**src/rtl/rand_sampler.sv**
```systemverilog
// Rejection sampler: masks the upstream LFSR state and queues samples below limit_i, one-cycle push-to-output latency.
// Backpressure: ready_i pops the FIFO head; sampling halts in FULL and resumes on a pop.
module rand_sampler #(
  parameter int WIDTH = 8,
  parameter int DEPTH = 4
) (
  input  logic                       clk_i,
  input  logic                       reset_i,
  input  logic [31:0]                lfsr_state_i,
  input  logic                       enable_i,
  input  logic                       clear_i,
  input  logic [WIDTH-1:0]           limit_i,
  output logic [WIDTH-1:0]           rand_o,
  output logic                       valid_o,
  input  logic                       ready_i,
  output logic [$clog2(DEPTH):0]     count_o,
  output logic [15:0]                reject_cnt_o
);

  localparam int AW = $clog2(DEPTH);
  localparam int CW = AW + 1;

  typedef enum logic [1:0] {IDLE, SAMPLE, FULL} state_t;

  state_t             state, state_nxt;
  logic [WIDTH-1:0]   mem [DEPTH];
  logic [AW-1:0]      wr_ptr, rd_ptr;
  logic [CW-1:0]      count;
  logic [15:0]        reject_cnt;
  logic [WIDTH-1:0]   lim_m1, mask, cand;
  logic               run, empty, full, eval, push, reject, pop;
  logic               unused_lfsr;

  assign unused_lfsr = ^lfsr_state_i[31:WIDTH];

  // Smear limit-1 rightward to get the smallest all-ones cover.
  always_comb begin
    lim_m1 = limit_i - WIDTH'(1);
    mask   = lim_m1;
    for (int i = 1; i < WIDTH; i++) begin
      mask = mask | (lim_m1 >> i);
    end
    if (limit_i == '0) begin
      mask = '0;
    end
  end

  assign cand   = lfsr_state_i[WIDTH-1:0] & mask;
  assign run    = enable_i && (limit_i != '0);
  assign empty  = (count == '0);
  assign full   = (count == CW'(DEPTH));
  assign eval   = (state == SAMPLE) && run && !full;
  assign push   = eval && (cand < limit_i);
  assign reject = eval && !(cand < limit_i);
  assign pop    = !empty && ready_i;

  always_comb begin
    state_nxt = state;
    case (state)
      IDLE:    if (run) state_nxt = SAMPLE;
      SAMPLE: begin
        if (!run) begin
          state_nxt = IDLE;
        end else if (push && !pop && (count == CW'(DEPTH - 1))) begin
          state_nxt = FULL;
        end
      end
      FULL:    if (pop) state_nxt = run ? SAMPLE : IDLE;
      default: state_nxt = IDLE;
    endcase
    if (clear_i) begin
      state_nxt = IDLE;
    end
  end

  always_ff @(posedge clk_i or posedge reset_i) begin
    if (reset_i) begin
      state      <= IDLE;
      wr_ptr     <= '0;
      rd_ptr     <= '0;
      count      <= '0;
      reject_cnt <= '0;
    end else if (clear_i) begin
      state      <= IDLE;
      wr_ptr     <= '0;
      rd_ptr     <= '0;
      count      <= '0;
      reject_cnt <= '0;
    end else begin
      state <= state_nxt;
      if (push) wr_ptr <= wr_ptr + AW'(1);
      if (pop)  rd_ptr <= rd_ptr + AW'(1);
      case ({push, pop})
        2'b10:   count <= count + CW'(1);
        2'b01:   count <= count - CW'(1);
        default: count <= count;
      endcase
      if (reject && (reject_cnt != 16'hFFFF)) begin
        reject_cnt <= reject_cnt + 16'd1;
      end
    end
  end

  // Storage needs no reset: an empty FIFO never exposes it.
  always_ff @(posedge clk_i) begin
    if (push && !clear_i) begin
      mem[wr_ptr] <= cand;
    end
  end

  assign rand_o       = empty ? '0 : mem[rd_ptr];
  assign valid_o      = !empty;
  assign count_o      = count;
  assign reject_cnt_o = reject_cnt;

endmodule

```
**config.mk**
```make
export PLATFORM = sky130hd
export DESIGN_NAME = rand_sampler
export DESIGN_NICKNAME = d
export VERILOG_FILES = /design/src/rtl/rand_sampler.sv
export SDC_FILE = /design/constraint.sdc
export NUM_CORES = 1
export LEC_CHECK = 0
export ABC_AREA = 1
export BUFFER_PORTS_ARGS = -buffer_cell sky130_fd_sc_hd__clkbuf_2
export CAP_MARGIN = 20
export CELL_PAD_IN_SITES_DETAIL_PLACEMENT = 1
export CELL_PAD_IN_SITES_GLOBAL_PLACEMENT = 1
export CORE_MARGIN = 2
export CORE_UTILIZATION = 43
export DETAILED_ROUTE_END_ITERATION = 7
export PLACE_DENSITY = 0.94
export SYNTH_ARGS = -nofsm -noshare
export SYNTH_HDL_FRONTEND = slang
export SYNTH_SLANG_ARGS = --single-unit
```
**constraint.sdc**
```tcl
create_clock -name clk_i -period 3.4 [get_ports clk_i]
set_input_delay 0.51 -clock clk_i [delete_from_list [all_inputs] [get_ports clk_i]]
set_output_delay 0.51 -clock clk_i [all_outputs]
set_load 0.01 [all_outputs]
```
==> flow_summary.toml, run 1 <==
[outcome]
outcome = "finished, final reports clean"

[route]
met3WireLength_um = 604
drc = 0
routedWlPerCell_um = 19.3
wl_met1_mm = 4.81
via_count = 3328
drt-pass1-iter-count = 4
highest_layer = "met4"
drtIter0Drc = 240
viasPerCell = 5.53
wl_met2_mm = 5.81
ant_nets = 0
routed_wl_mm = 11.6

[worst_setup_path]
cp_slowest_stage_delay_ps = 260
end_kind = "flip-flop"
crit_chain = "buf_4, clkinvlp_4, ha_4, nand2_4, o21ai_1, nand2_2, inv_2, nand4_1, nor3_2, nand2_1, nand3_2, inv_2, ha_1, nand2_1, nand2_1, nand2_1, nand2_2, nand2_4, nand3_2, buf_4, inv_2, nand2_1, nor2_2, buf_4"
startpoint_type = "input pin"
slowest_stage = "ha_1"
worst_path_most_repeated_cell = "nand2_1"
required_ps = 3460
cp_max_fo = 5
cp_data_arrival_time_ps = 3320
critPathKind = "input pin to flip-flop"

[grt]
grt_pass1_vias = 3558
antenna_found_initial = 0
grt_max_degree = 26
grt_pass1_wl_mm = 18.5
grt_usage = 0.283
grt_overflow = 0

[clocking]
htreeDepth = 3
cts-buffers-inserted = 9
cts_root_buf = "clkbuf_8"
clock_sinks = 57
clock_path_buffers = 2
postCtsHoldBufs = 0
cts_tree = "built"
insertion_delay_ps = 340
cts_setup_buffers = 0
clk_pin_slew_ps = 70

[floorplanning]
io_pins = 73
die_w_um = 92.9
die_y_um = 92.9
rows = 32
core_um2 = 7690
dieArea_um2 = 8630
start_util = 0.442

[finish]
finish.utilization = 0.561
nFillCells = 965
antenna_cells = 0
syn_to_final_growth_pct = 26.8
nets = 556
drive_above_1_share = 0.292

[synth]
syn-num-nets = 471
ys_ff_latch = 57
synth_top_area_frac = 0.283
ys_seq_area_frac = 0.467
synth_edf_count = 32
syn_inst = 410
synth_top_cells_by_area = "edfxtp_1 28%, dfrtp_1 18%, nor2_1 7.9%"
yosysUniqueCellTypes = 35
ys_warn_count = 0
synth_area_um2 = 3400
yosysTopAreaCell = "edfxtp_1"
yosysMostFrequentCell = "nor2_1"
synthTopCellsByCount = "72 x nor2_1, 69 x nand2_1, 51 x inv_1"
syn_area_per_cell_um2 = 8.29
synth_flop_cell = "edfxtp_1"
synth-async-reset-ratio = 0.439

[power]
ir_drop_uv = 339
powerDensity_nw_per_um2 = 512
leakagePower_nw = 1.99

[placed_design]
port_buffers = 48
hpwl_mm = 7.86
place.gp.congestion = 0.854

[timing]
fin_crit_ps = 3260
finalHoldViolations = 0
fin_tns_setup_ps = 0
setup_viol = 0
fin_skew_ps = 7.29
fin_hold_ws_ps = 105
slew_headroom = 0.564
fmax_ghz = 0.306
tightest_slew_ps = 654
post-route-period-util = 0.960
slew_violations = 0

[worst_hold_path]
hp-class = "input pin to async pin"

[job]
cap_violations = 0
-- repair_timing --
item / in CTS / in global routing
endpoints found under the hold margin: 0 / 0
setup endpoints to repair: 8 / 34
pin swaps: 0 / 13
gates resized for setup: 1 / 18
-- logic make-up (layout without fill, tap and decap cells) --
kind of cell	Yosys count	in the layout	synth area share
compound gates	54	54	0.0953
xor+xnor	12	12	0.0309
fa+ha+maj	16	16	0.0611
buf+inv	65	155	0.0743
flops	57	57	0.467
simple gates	206	206	0.272
-- layer usage --
layer	global-route usage	vias to the layer above
li1	-	1520
met3	0.0545	40
met2	0.467	126
met5	0	-
met4	0.134	0
met1	0.356	1642
-- critical path: cells and delay by family --
family          cells  cell delay [ps]
fa+ha+maj           2              420
compound gates      1              170
simple gates       14             1480
buf+inv             7              740
-- layout by cell type (no fill, tap or decap), types with 2 or more instances in the layout --
cell        synthesis  layout
nand2_1            69      66
buf_4               0      33
clkinv_2            1       2
nand2_4             3       3
xor2_1             11      11
o21ai_0            22      22
edfxtp_1           32      32
nand3_2             1       3
nor3_2              1       2
inv_2               5       8
o21ai_2             9       9
dfrtp_1            25      25
nor4_1              4       4
nor2_2              2       5
nand3_1            28      26
inv_1              51      47
nor3_1             10       9
clkbuf_2            0      47
clkinvlp_4          0       2
clkbuf_8            0       9
bufinv_16           0       3
nand2_2             6       9
a21oi_1            13      12
nor2_1             72      68
nand4_1             6       6
ha_1               15      14
o21ai_1             6       6
clkinv_1            1       2
-- final cells by class --
| type | instances | area [um2] | area share |
|---|---|---|---|
| clock inverters | 6 | 106 | 0.0247 |
| inverters | 58 | 223 | 0.0517 |
| repair buffers | 81 | 510 | 0.118 |
| multi-input cells | 288 | 1630 | 0.378 |
| clock buffers | 10 | 128 | 0.0296 |
| flip-flops and latches | 57 | 1590 | 0.368 |
| well taps | 102 | 128 | 0.0296 |
-- sequential cells by signal, indices dropped and copies added, names as in the netlist --
register      cells
rd_ptr            2
reject_cnt_o     16
count_o           3
wr_ptr            2
mem              32
state             2
-- where the power goes --
| part | internal [W] | total (W) | switching, W |
|---|---|---|---|
| Clock | 0.000483 | 0.000773 | 0.000290 |
| Combinational | 0.000230 | 0.000605 | 0.000376 |
| Sequential | 0.000761 | 0.000827 | 0.0000653 |
| Total | 0.00147 | 0.00221 | 0.000731 |
-- final timing paths --
check	slack [ps]	endpoint	start	cells past startpoint
max in group asynchronous	2860	reject_cnt_o[4]	reset_i	3
worst max-delay path	140	mem[1][4]	limit_i[0]	24
worst min register to register	580	reject_cnt_o[8]	reject_cnt_o[8]	2
worst max register to register	1070	count_o[2]	count_o[1]	13
worst min-delay path	100	reject_cnt_o[12]	reset_i	2
min in group clk_i	580	reject_cnt_o[8]	reject_cnt_o[8]	2
-- stage by stage --
step	instances	total power [W]	setup slack, ps	area (um2)
after detailed placement	585	0.00140	-314	3990
final	602	0.00221	135	4310
after global routing	602	0.00231	-39.7	4310
after floorplan	410	0.00115	27.1	3410
after CTS	601	0.00218	13.0	4220
after global placement	585	0.00135	-69.5	3990
Power figures use the tool's default switching activity.
==> run 2, diff against run 1 <==
==> config.mk (replaced) <==
export PLATFORM = sky130hd
export DESIGN_NAME = rand_sampler
export DESIGN_NICKNAME = d
export VERILOG_FILES = /design/src/rtl/rand_sampler.sv
export SDC_FILE = /design/constraint.sdc
export NUM_CORES = 1
export LEC_CHECK = 0
export BUFFER_PORTS_ARGS = -buffer_cell sky130_fd_sc_hd__clkbuf_2
export CAP_MARGIN = 20
export CELL_PAD_IN_SITES_DETAIL_PLACEMENT = 1
export CELL_PAD_IN_SITES_GLOBAL_PLACEMENT = 1
export CORE_MARGIN = 2
export CORE_UTILIZATION = 44
export DETAILED_ROUTE_END_ITERATION = 7
export PLACE_DENSITY = 0.91
export SYNTH_ARGS = -nofsm -noshare
export SYNTH_HDL_FRONTEND = slang
export SYNTH_SLANG_ARGS = --single-unit
==> run 2 against run 1 <==
The run now ends with negative setup slack left. Critical path depth decreased by 6. Setup slack got worse by 820 ps. Area after synthesis fell by 4.3%. Via count shrank 12%. Core utilization up 7.5 points. Sequential cell count did not move. Total power is 1.3% lower. Non-clock buffer count up 25. Clock skew is 6.4 ps higher. Cell count down 17%. Sequential power about the same. Design area increased by 6.5%. Critical path type unchanged.
==> flow_summary.toml, run 2 <==
[synth]
syn-num-nets = 344
synth_compound_area_frac = 0.116
syn_inst = 283
synth_flop_cell = "edfxtp_1"
ys_warn_count = 0
yosysMostFrequentCell = "edfxtp_1"
synth_top_family_by_area = "simple AND/OR/NAND/NOR gates"
synth_fa_ha_area_frac = 0.0638
synthTopCellsByCount = "32 x edfxtp_1, 25 x dfrtp_1, 22 x nor2_1"
synthSimpleGateAreaFrac = 0.185
synth_edf_count = 32
synth_xor_area_frac = 0.0292
syn_area_per_cell_um2 = 11.5
ys_ff_latch = 57
synth_area_um2 = 3250
synth.area.mux_share = 0.0781
yosysTopAreaCell = "edfxtp_1"
synth_top_cells_by_area = "edfxtp_1 30%, dfrtp_1 19%, ha_1 5.8%"
synth_top_area_frac = 0.295
yosysUniqueCellTypes = 52
ys_seq_area_frac = 0.488
synth-async-reset-ratio = 0.439

[power]
seq_power_share = 0.381
powerDensity_nw_per_um2 = 474
p_sw_frac = 0.326
leakagePower_nw = 1.94
internal_power_w = 0.00147
p_comb_frac = 0.310
ir_drop_uv = 217
p_sw_w = 0.000710
p_clk_frac = 0.310
p_total_w = 0.00218

[worst_hold_path]
hp-class = "input pin to async pin"

[placed_design]
place.gp.congestion = 0.790
port_buffers = 48
hpwl_mm = 6.84

[floorplanning]
die_w_um = 90.0
core_um2 = 7210
io_pins = 73
start_util = 0.451
rows = 31
dieArea_um2 = 8100
die_y_um = 90.0

[worst_setup_path]
end_kind = "flip-flop"
startpoint_type = "input pin"
critPathKind = "input pin to flip-flop"
crit_chain = "buf_8, clkinvlp_4, ha_4, or4b_4, o22ai_4, a21o_1, a21oi_2, nand2b_4, and3_4, ha_1, a211oi_1, o22ai_2, nor2_4, a31oi_4, fa_2, and2_4, mux2i_1, mux2_1"
required_ps = 3630
slowest_stage = "or4b_4"
cp_slowest_stage_delay_ps = 510
cp_max_fo = 2
cp_data_arrival_time_ps = 4310

[job]
cap_violations = 0

[timing]
fin_skew_ps = 13.7
setup_ws_ps = -685
slew_headroom = 0.467
setup_viol = 55
fmax_ghz = 0.245
fin_tns_setup_ps = -21850
rsz0062_at_grt = "true"
slew_violations = 0
post-route-period-util = 1.20
finalHoldViolations = 0
tightest_slew_ps = 799
fin_crit_ps = 4080

[clocking]
postCtsHoldBufs = 0
cts_root_buf = "clkbuf_8"
clock_path_buffers = 2
clk_pin_slew_ps = 70
htreeDepth = 3
clock_sinks = 57
insertion_delay_ps = 350
cts_tree = "built"
cts-buffers-inserted = 9

[route]
routedWlPerCell_um = 24.3
drtIter0Drc = 222
via_count = 2945
routed_wl_mm = 12.1
drt-pass1-iter-count = 4
ant_nets = 0
viasPerCell = 5.91
drc = 0

[finish]
drive_above_1_share = 0.479
regMostFlops = "mem"
final_cell_mix = "51 x buf_4, 47 x clkbuf_2, 32 x edfxtp_1, 25 x dfrtp_1, 20 x nor2_1"
antenna_cells = 0
largest_reg_flops = 32
nFillCells = 789
syn_to_final_growth_pct = 41.1
layout_commonest_cell = "buf_4"
nets = 455

[outcome]
outcome = "complete, but fails checks"
violations = "negative setup slack"

[grt]
grt_max_degree = 31
grt_pass1_wl_mm = 17.4
grt_pass1_vias = 3065
grt_overflow = 0
grt_usage = 0.283
antenna_found_initial = 0
[run 2: what timing repair did]
item / in CTS / in global routing
gates resized for setup: 21 / 30
pin swaps: 11 / 19
gates cloned: 3 / 0
setup endpoints to repair: 54 / 55
buffers inserted: 9 / 8
[run 2: worst paths after layout]
check	slack, ps	startpoint	depth (start not counted)	end
max	-680	limit_i[1]	18	count_o[2]
min in group clk_i	440	enable_i	3	state[0]
max reg2reg	520	reject_cnt_o[3]	7	reject_cnt_o[9]
min reg2reg	620	reject_cnt_o[1]	2	reject_cnt_o[1]
min	70	reset_i	2	reject_cnt_o[11]
max in group asynchronous	2920	reset_i	3	count_o[0]
[run 2: through the flow]
stage | setup WS, ps | util | cell area (um2) | hold WS [ps] | instances
6_report | -685 | 0.636 | 4590 | 71.6 | 498
5_1_grt | -725 | 0.636 | 4590 | 79.6 | 498
4_1_cts | -441 | 0.604 | 4360 | 386 | 489
3_5_place_dp | -880 | 0.545 | 3930 | 559 | 462
3_3_place_gp | -737 | 0.545 | 3930 | 554 | 462
2_1_floorplan | -716 | - | 3330 | 520 | 283
[run 2: final cells by class]
class	count	area [um2]	area share
clock inverters	1	5.00	0.00109
well taps	99	124	0.0270
clock buffers	15	208	0.0453
multi-input cells	202	1860	0.406
repair buffers	106	732	0.159
inverters	18	71.3	0.0155
flip-flops and latches	57	1590	0.346
[run 2: cells by family after synthesis]
group,after synthesis
buffers and inverters,27
flip-flops,57
AO/OA/AOI/OAI,54
adder cells (fa/ha/maj),16
AND/OR/NAND/NOR,104
multiplexers,15
XOR/XNOR,10
[run 2: worst max-delay path: cells and delay by family]
kind | cells | cell delay (ps)
AOI/OAI and AO/OA | 6 | 970
buffers and inverters | 2 | 170
and+or+nand+nor | 5 | 1190
adders and majority gates | 3 | 860
muxes | 2 | 610
[run 2: power groups by stage]
stage	clock network (W)	registers (W)	logic (W)
6_report	0.000674	0.000829	0.000674
5_1_grt	0.000708	0.000835	0.000723
3_3_place_gp	0	0.000831	0.000530
3_5_place_dp	0	0.000836	0.000562
2_1_floorplan	0	0.000803	0.000366
4_1_cts	0.000676	0.000824	0.000602
[run 2: metal layers]
metal  part of all wire  global-route usage  vias up
met5                  0                   0        -
met4              0.031               0.133        0
met3              0.044              0.0553       29
met2               0.51               0.495      136
met1               0.41               0.337     1496
li1                   -                   -     1284
